<file path="src/rtl/fp_pkg.sv">
// Shared FP types: formats, rounding modes, unrounded results, and the
// multi-cycle issue controller's op/state/response types.
package fp_pkg;

  typedef enum logic [1:0] {
    FP16 = 2'd0,
    FP32 = 2'd1,
    FP64 = 2'd2
  } fp_format_e;

  // Storage width of an encoded operand for the given format.
  function automatic int fp_width(input fp_format_e fmt);
    case (fmt)
      FP16:    return 16;
      FP64:    return 64;
      default: return 32;
    endcase
  endfunction

  typedef enum logic [2:0] {
    RNE = 3'd0,
    RTZ = 3'd1,
    RDN = 3'd2,
    RUP = 3'd3,
    RMM = 3'd4
  } roundmode_e;

  // Result before rounding; wide enough for every supported format.
  typedef struct packed {
    logic        sign;
    logic [12:0] exp;
    logic [55:0] mant;
    logic        sticky;
  } uround_res_t;

  typedef enum logic {
    MC_DIV  = 1'b0,
    MC_SQRT = 1'b1
  } mc_op_e;

  typedef enum logic [2:0] {
    MC_IDLE  = 3'd0,
    MC_ISSUE = 3'd1,
    MC_WAIT  = 3'd2,
    MC_DRAIN = 3'd3,
    MC_HOLD  = 3'd4
  } mc_state_e;

  typedef struct packed {
    uround_res_t urnd;
    roundmode_e  rnd;
    logic        dz;
    logic        timeout;
  } mc_rsp_t;

endpackage

</file>
<file path="src/rtl/fp_mc_issue.sv">
// Initiator-side controller for fp_div / fp_sqrt: accepts one request,
// pulses start to the selected unit, waits for done (with timeout), and
// holds the unrounded result on a valid/ready response port for fp_rnd.
module fp_mc_issue
  import fp_pkg::*;
#(
  parameter fp_format_e FP_FORMAT      = FP32,
  parameter int         TIMEOUT_CYCLES = 64,
  localparam int        FP_WIDTH       = fp_width(FP_FORMAT)
) (
  input  logic                clk_i,
  input  logic                reset_i,
  input  logic                req_valid_i,
  output logic                req_ready_o,
  input  logic                req_op_i,
  input  logic [FP_WIDTH-1:0] req_a_i,
  input  logic [FP_WIDTH-1:0] req_b_i,
  input  roundmode_e          req_rnd_i,
  input  logic                kill_i,
  output logic [FP_WIDTH-1:0] op_a_o,
  output logic [FP_WIDTH-1:0] op_b_o,
  output roundmode_e          op_rnd_o,
  output logic                div_start_o,
  input  logic                div_done_i,
  input  uround_res_t         div_urnd_i,
  input  logic                div_dz_i,
  output logic                sqrt_start_o,
  input  logic                sqrt_done_i,
  input  uround_res_t         sqrt_urnd_i,
  output logic                rsp_valid_o,
  input  logic                rsp_ready_i,
  output uround_res_t         rsp_urnd_o,
  output roundmode_e          rsp_rnd_o,
  output logic                rsp_dz_o,
  output logic                rsp_timeout_o,
  output logic                busy_o
);

  localparam int CNT_W = (TIMEOUT_CYCLES < 2) ? 1 : $clog2(TIMEOUT_CYCLES + 1);

  mc_state_e            r_state;
  mc_op_e               r_op;
  logic [FP_WIDTH-1:0]  r_op_a;
  logic [FP_WIDTH-1:0]  r_op_b;
  roundmode_e           r_op_rnd;
  logic [CNT_W-1:0]     r_cnt;
  mc_rsp_t              r_rsp;

  mc_state_e            w_state_next;
  logic                 w_accept;
  logic                 w_capture;
  logic                 w_timeout_fire;
  logic                 w_cnt_clr;
  logic                 w_cnt_en;
  logic                 w_rsp_release;
  logic                 w_done;
  logic                 w_expired;
  logic [CNT_W-1:0]     w_cnt_inc;
  uround_res_t          w_sel_urnd;

  // Only the selected unit's done/result is ever looked at.
  assign w_done     = (r_op == MC_SQRT) ? sqrt_done_i : div_done_i;
  assign w_sel_urnd = (r_op == MC_SQRT) ? sqrt_urnd_i : div_urnd_i;
  assign w_cnt_inc  = r_cnt + 1'b1;
  assign w_expired  = (TIMEOUT_CYCLES != 0) && (w_cnt_inc == CNT_W'(TIMEOUT_CYCLES));

  // Next-state and datapath control; kill_i outranks every other transition.
  always_comb begin
    // NOTE: every signal gets a default first so no path can infer a latch.
    w_state_next   = r_state;
    w_accept       = 1'b0;
    w_capture      = 1'b0;
    w_timeout_fire = 1'b0;
    w_cnt_clr      = 1'b0;
    w_cnt_en       = 1'b0;
    w_rsp_release  = 1'b0;
    case (r_state)
      MC_IDLE: begin
        if (!kill_i && req_valid_i) begin
          w_accept     = 1'b1;
          w_state_next = MC_ISSUE;
        end
      end
      MC_ISSUE: begin
        if (kill_i) begin
          w_state_next = MC_IDLE;
        end else begin
          w_cnt_clr    = 1'b1;
          w_state_next = MC_WAIT;
        end
      end
      MC_WAIT: begin
        if (kill_i) begin
          // A unit finishing in the kill cycle has nothing left to drain.
          w_cnt_en     = 1'b1;
          w_state_next = w_done ? MC_IDLE : MC_DRAIN;
        end else if (w_done) begin
          w_capture    = 1'b1;
          w_state_next = MC_HOLD;
        end else if (w_expired) begin
          w_timeout_fire = 1'b1;
          w_state_next   = MC_HOLD;
        end else begin
          w_cnt_en = 1'b1;
        end
      end
      MC_DRAIN: begin
        if (w_done || w_expired) begin
          w_state_next = MC_IDLE;
        end else begin
          w_cnt_en = 1'b1;
        end
      end
      MC_HOLD: begin
        if (kill_i || rsp_ready_i) begin
          w_rsp_release = 1'b1;
          w_state_next  = MC_IDLE;
        end
      end
      default: w_state_next = MC_IDLE;
    endcase
  end

  // State register.
  always_ff @(posedge clk_i or negedge reset_i) begin
    // NOTE: sequential state uses non-blocking assignments only.
    if (!reset_i) r_state <= MC_IDLE;
    else          r_state <= w_state_next;
  end

  // Operand latch, timeout counter and response capture.
  always_ff @(posedge clk_i or negedge reset_i) begin
    if (!reset_i) begin
      r_op     <= MC_DIV;
      r_op_a   <= '0;
      r_op_b   <= '0;
      r_op_rnd <= RNE;
      r_cnt    <= '0;
      r_rsp    <= '{urnd: '0, rnd: RNE, dz: 1'b0, timeout: 1'b0};
    end else begin
      if (w_accept) begin
        r_op     <= mc_op_e'(req_op_i);
        r_op_a   <= req_a_i;
        r_op_b   <= req_b_i;
        r_op_rnd <= req_rnd_i;
      end
      if (w_cnt_clr)     r_cnt <= '0;
      else if (w_cnt_en) r_cnt <= w_cnt_inc;
      if (w_capture) begin
        r_rsp.urnd    <= w_sel_urnd;
        r_rsp.rnd     <= r_op_rnd;
        r_rsp.dz      <= (r_op == MC_DIV) ? div_dz_i : 1'b0;
        r_rsp.timeout <= 1'b0;
      end else if (w_timeout_fire) begin
        r_rsp.urnd    <= '0;
        r_rsp.rnd     <= r_op_rnd;
        r_rsp.dz      <= 1'b0;
        r_rsp.timeout <= 1'b1;
      end else if (w_rsp_release) begin
        r_rsp.timeout <= 1'b0;
      end
    end
  end

  assign req_ready_o   = (r_state == MC_IDLE);
  assign busy_o        = (r_state != MC_IDLE);
  assign div_start_o   = (r_state == MC_ISSUE) && (r_op == MC_DIV)  && !kill_i;
  assign sqrt_start_o  = (r_state == MC_ISSUE) && (r_op == MC_SQRT) && !kill_i;
  assign op_a_o        = r_op_a;
  assign op_b_o        = r_op_b;
  assign op_rnd_o      = r_op_rnd;
  assign rsp_valid_o   = (r_state == MC_HOLD);
  assign rsp_urnd_o    = r_rsp.urnd;
  assign rsp_rnd_o     = r_rsp.rnd;
  assign rsp_dz_o      = r_rsp.dz;
  assign rsp_timeout_o = r_rsp.timeout;

endmodule

</file>
<file path="config.mk">
export PLATFORM = sky130hd
export DESIGN_NAME = fp_mc_issue
export DESIGN_NICKNAME = d
export VERILOG_FILES = /design/src/rtl/fp_pkg.sv /design/src/rtl/fp_mc_issue.sv
export SDC_FILE = /design/constraint.sdc
export NUM_CORES = 1
export LEC_CHECK = 0
export ABC_AREA = 0
export BUFFER_PORTS_ARGS = -buffer_cell sky130_fd_sc_hd__buf_2
export CAP_MARGIN = 30
export CORE_AREA = 2 2 144 146
export CTS_BUF_LIST = sky130_fd_sc_hd__clkbuf_4 sky130_fd_sc_hd__clkbuf_8
export DETAILED_ROUTE_END_ITERATION = 16
export DIE_AREA = 0 0 146 148
export SLEW_MARGIN = 20
export SYNTH_ARGS = -nofsm -noshare
export SYNTH_HDL_FRONTEND = slang
export SYNTH_SLANG_ARGS = --single-unit
</file>
<file path="constraint.sdc">
create_clock -name clk_i -period 5.5 [get_ports clk_i]
set_input_delay 0.825 -clock clk_i [delete_from_list [all_inputs] [get_ports clk_i]]
set_output_delay 0.825 -clock clk_i [all_outputs]
set_load 0.01 [all_outputs]
</file>
-- After elaboration in Yosys (flattened, before gate mapping)
Cells that the tools add are included.
- flip-flop bits (word level): 154
- word-level logic and storage cells: 74
- output and inout bits: 148
- reductions and logical operators: 14
- add/subtract/negate cells: 1
- bitwise logic cells: 1
- multiplexer cells: 36
- equality and inequality tests: 9
- operators with widths (cell ; number):
    $mux W76 ; 1
    $mux W75 ; 1
    $mux W71 ; 1
    $mux W1 ; 21
    $mux W3 ; 6
    $pmux W3 S5 ; 1
    $mux W7 ; 2
    $add A7 B1 Y7 const B ; 1
    $eq A7 B7 Y1 const B ; 1
    $eq A3 B2 Y1 const B ; 2
    $reduce_bool A3 Y1 ; 2
    $logic_and A1 B1 Y1 ; 5
    $mux W2 ; 2
    $ne A2 B1 Y1 const B ; 2
    $ne A4 B4 Y1 const B ; 1
    $reduce_and A4 Y1 ; 1
    $reduce_bool A2 Y1 ; 2
    $eq A3 B1 Y1 const B ; 1
    $eq A3 B3 Y1 const B ; 1
    $logic_not A3 Y1 ; 1
    $logic_or A1 B1 Y1 ; 2
    $ne A2 B2 Y1 const B ; 1
    $pmux W1 S2 ; 1
    $logic_not A1 Y1 ; 1
    $not A1 Y1 ; 1

-- Longest topological paths before layout
- depth after elaboration: 8
- depth in mapped cells: 8

-- Least setup slack after synthesis
OpenSTA, ideal clock, no wires.
- path kind: input -> output
- from: in kill_i
- to: out sqrt_start_o
- setup slack: 3.045 ns
- arrival: 1.630 ns
- stages on the path: 3
- required time: 4.675 ns
- cells stage by stage: or3b_2 -> nor2_1 -> and2_1
- word-level cells in the longest chain between the ends: 2
- RTL lines (element ; RTL line ; source):
    from (decl) ; fp_mc_issue.sv:19 ; input logic kill_i,
    $logic_not A1 Y1 ; fp_mc_issue.sv:168 ; assign sqrt_start_o = (r_state == MC_ISSUE) && (r_op == MC_SQRT) && !kill_i;
    $logic_and A1 B1 Y1 ; fp_mc_issue.sv:168 ;
    to (decl) ; fp_mc_issue.sv:27 ; output logic sqrt_start_o,
Every way passes these cells.

-- Final worst setup path
- from: reg r_state[0]
- to: out sqrt_start_o
- word-level cells in the longest chain between the ends: 3
- RTL lines (element ; RTL line ; source):
    from (decl) ; fp_mc_issue.sv:41 ; mc_state_e r_state;
    from (signal assigned) ; fp_mc_issue.sv:128 ; else r_state <= w_state_next;
    $eq A3 B1 Y1 ; fp_mc_issue.sv:168 ;
    $logic_and A1 B1 Y1 (2 in series) ; fp_mc_issue.sv:168 ;
Every way passes these cells.

==> impl_metrics.yaml <==
outcome:
  status: "finished clean"
placed_design:
  place_congestion: 0.752
  port_buffers: 365
  hpwlAfterDp_mm: 14.5
  placed_cells: 1080
  dpl_cell_area_um2: 9090
grt:
  overflow: 0
  grt_pass1_vias: 5445
  grt_pass1_wl_mm: 30.2
  grt_max_degree: 155
  grt_use_total_pct: 18.0
  antenna_found_initial: 1
floorplan:
  die_area_um2: 21600
  dieWidth_um: 146
  initial_core_util_pct: 35.3
  io_pins: 366
  die_h_um: 148
  placeableCoreArea_um2: 20000
  rows: 52
cells_and_area:
  fillers: 1895
  fin_util_pct: 47.5
  final_nets: 1048
  drive_gt1_share_pct: 62.4
  fin_area_um2: 9520
  antenna_cells: 0
  area_growth_pct: 34.6
  layout.cells.non_filler: 1112
worst_setup_path:
  r2r-start: "r_op$_DFFE_PN0P_"
  worst_path_max_delay_cell: "dfrtp_1"
  crit_path_start: "r_state[0]$_DFFE_PN0P_"
  critPathLaunchType: "register"
  crit_fanout: 8
  crit_path_end_kind: "primary output"
  crit_required_ps: 4680
  cp_top_family: "simple AND/OR/NAND/NOR gates"
  critPathBufInv: 1
  crit_chain: "or3b_2 > nor2_1 > and2_1 > buf_2"
  worstSetupPathType: "register to primary output"
  reg2reg_slack_ps: 2790
  cp.arrival_ps: 1950
  slowest_delay_ps: 520
synth:
  syn-num-nets: 694
  ys_seq_elements: 154
  synth-edff-count: 0
  synth_compound_area_share_pct: 15.4
  syn_area_per_cell_um2: 14.9
  syn_area_um2: 7070
  syn_inst: 475
  synth_top_family_by_area: "multiplexers"
  synth_top_cell_by_area: "dfrtp_1"
  seq_area_frac_synth_pct: 54.5
  synth_top_area_share_pct: 54.5
  synth_simple_gate_area_share_pct: 3.40
  synth_warnings: 0
  async_reset_ff_share_pct: 100
  synth.distinct_cells: 43
  synth_ff_type: "dfrtp_1"
  netlist_top_cells_area: "dfrtp_1, mux2i_1, o2bb2ai_2, mux2_2, mux2_4"
  synthMuxAreaShare_pct: 22.7
  yosys.area_share.adder_pct: 0.177
  synth_xor_xnor_area_share_pct: 0
clocking:
  hold_buffers: 0
  cts_root_buf: "clkbuf_8"
  cts_buffer_depth: 2
  tritoncts: "yes"
  cts_buffers: 17
  insertion_delay_ps: 460
  ctsResizeCount: 0
  cts.sinks: 154
  clk_pin_slew_ps: 90
  post_cts_buffers: 0
  htreeDepth: 4
detailed_routing:
  drt_iter0_drc: 151
  post_drt_via_cell_ratio: 4.73
  drcViolationCount: 0
  finalWirelength_mm: 19.7
  ant_nets: 0
  vias: 5259
  drt-wirelength-per-cell_um: 17.8
  drtPass1Iterations: 4
pwr:
  p_leak_uw: 0.00482
  internal-power_uw: 3300
  seq_power_share_pct: 39.5
  p_sw_uw: 1880
  power_frac_comb_pct: 42.6
  sw_frac_of_total_pct: 36.3
  clkPwrFrac_pct: 17.9
  vdd_drop_max_uv: 231
  powerDensity_nw_per_um2: 544
timing:
  final_max_slew_viol_count: 0
  worstMarginPinSlew_ps: 939
  relSlewSlack_pct: 37.4
  rsz0062_at_grt: "no"
  fmax_mhz: 361
  timing.setup.tns_ps: 0
  post-route-period-util_pct: 50.4
  setup_violations: 0
  clock-skew-final_ps: 23.7
  min_period_ps: 2770
  finalHoldViolCount: 0
hold_path:
  min_path_type: "input pin to async pin"
flow_run:
  maxCapViolations: 0
==> kinds of logic after synthesis <==
family / count (synthesis)
adder cells (fa/ha/maj): 1
buffers and inverters: 37
multiplexers: 144
AO/OA/AOI/OAI: 99
flip-flops: 154
AND/OR/NAND/NOR: 40
==> worst register-to-register path: stages, from the launching register on <==
cell,delay (ps)
dfrtp_4,770
mux2_2,490
o21ai_4,350
buf_4,800
o2bb2ai_1,240
==> registers in the layout, indices dropped and copies added (netlist names) <==
register / flops
rsp_timeout_o: 1
op_rnd_o: 3
rsp_rnd_o: 3
r_op: 1
op_a_o: 32
r_state: 3
op_b_o: 32
rsp_urnd_o: 71
r_cnt: 7
rsp_dz_o: 1
==> cell usage in the layout, fill, tap and decap left out, types with 2 or more instances in the layout <==
| cell | count |
|---|---|
| bufinv_16 | 3 |
| nand4_1 | 2 |
| o2bb2ai_2 | 41 |
| nand2b_1 | 2 |
| clkbuf_8 | 17 |
| dfrtp_1 | 153 |
| mux2_2 | 52 |
| clkinvlp_4 | 4 |
| buf_2 | 364 |
| nor3b_1 | 3 |
| o31ai_1 | 7 |
| a21oi_1 | 4 |
| buf_4 | 2 |
| inv_6 | 3 |
| and2_1 | 3 |
| buf_16 | 2 |
| mux2i_1 | 72 |
| nor2_1 | 7 |
| o21ai_0 | 6 |
| a21o_1 | 3 |
| inv_8 | 2 |
| o2bb2ai_1 | 30 |
| mux2_4 | 20 |
| nand3_1 | 4 |
| clkinv_4 | 2 |
| nand2_1 | 9 |
==> per-layer routing <==
layer  vias to the layer above  part of all wire (%)  global-route usage [%]
li1                       2498                     -                       -
met5                         -                 0.066                       0
met1                      2483                    42                    22.1
met3                        28                   8.9                    6.88
met4                         2                   1.9                    6.02
met2                       248                    47                    29.3
==> layout make-up <==
class                      instances  area (µm²)  area share, %
inverter                           2        7.51         0.0789
sequential                       154        3860           40.5
multi-input combinational        284        2960           31.1
tap                              270         338           3.55
timing repair buffer             370        1920           20.2
clock inverter                    14         186           1.96
clock buffer                      18         241           2.54
==> cell usage after synthesis, types with 2 or more instances <==
cell and count:
dfrtp_1 154, mux2i_1 72, mux2_2 52, o2bb2ai_2 41, o2bb2ai_1 30, mux2_4 20, clkbuf_1 10, nand2_1 10
buf_2 9, nor2_1 7, o31ai_1 7, buf_6 6, o21ai_0 6, buf_1 5, a21oi_1 4, buf_12 4
nand3_1 4, a21o_1 3, and2_1 3, nor3b_1 3, nand2b_1 2, nand4_1 2
==> metrics by stage <==
stage	hold WS, ps	power, µW	setup WS [ps]
after floorplan	479	3420	3050
after global placement	455	4260	2720
after detailed placement	462	4290	2720
after CTS	483	5250	2680
after global routing	506	5510	2550
final	459	5170	2730
==> path summary, 6_finish.rpt <==
check                                             end  cells after the start
min in group clk_i               rsp_dz_o$_DFFE_PN0P_                      1
max reg2reg                rsp_urnd_o[51]$_DFFE_PN0P_                      4
min reg2reg                      rsp_dz_o$_DFFE_PN0P_                      1
min                        rsp_urnd_o[16]$_DFFE_PN0P_                      2
max                                      sqrt_start_o                      4
max in group asynchronous    rsp_rnd_o[0]$_DFFE_PN0P_                      2
==> power groups by stage <==
stage / clock network [µW] / logic (µW) / registers, µW
finish: 927 / 2200 / 2040
floorplan: 0 / 1210 / 2210
detailed placement: 0 / 2240 / 2050
global route: 1000 / 2380 / 2120
CTS: 965 / 2240 / 2050
global placement: 0 / 2210 / 2050
Note: power is estimated with default switching activity, not from simulation.
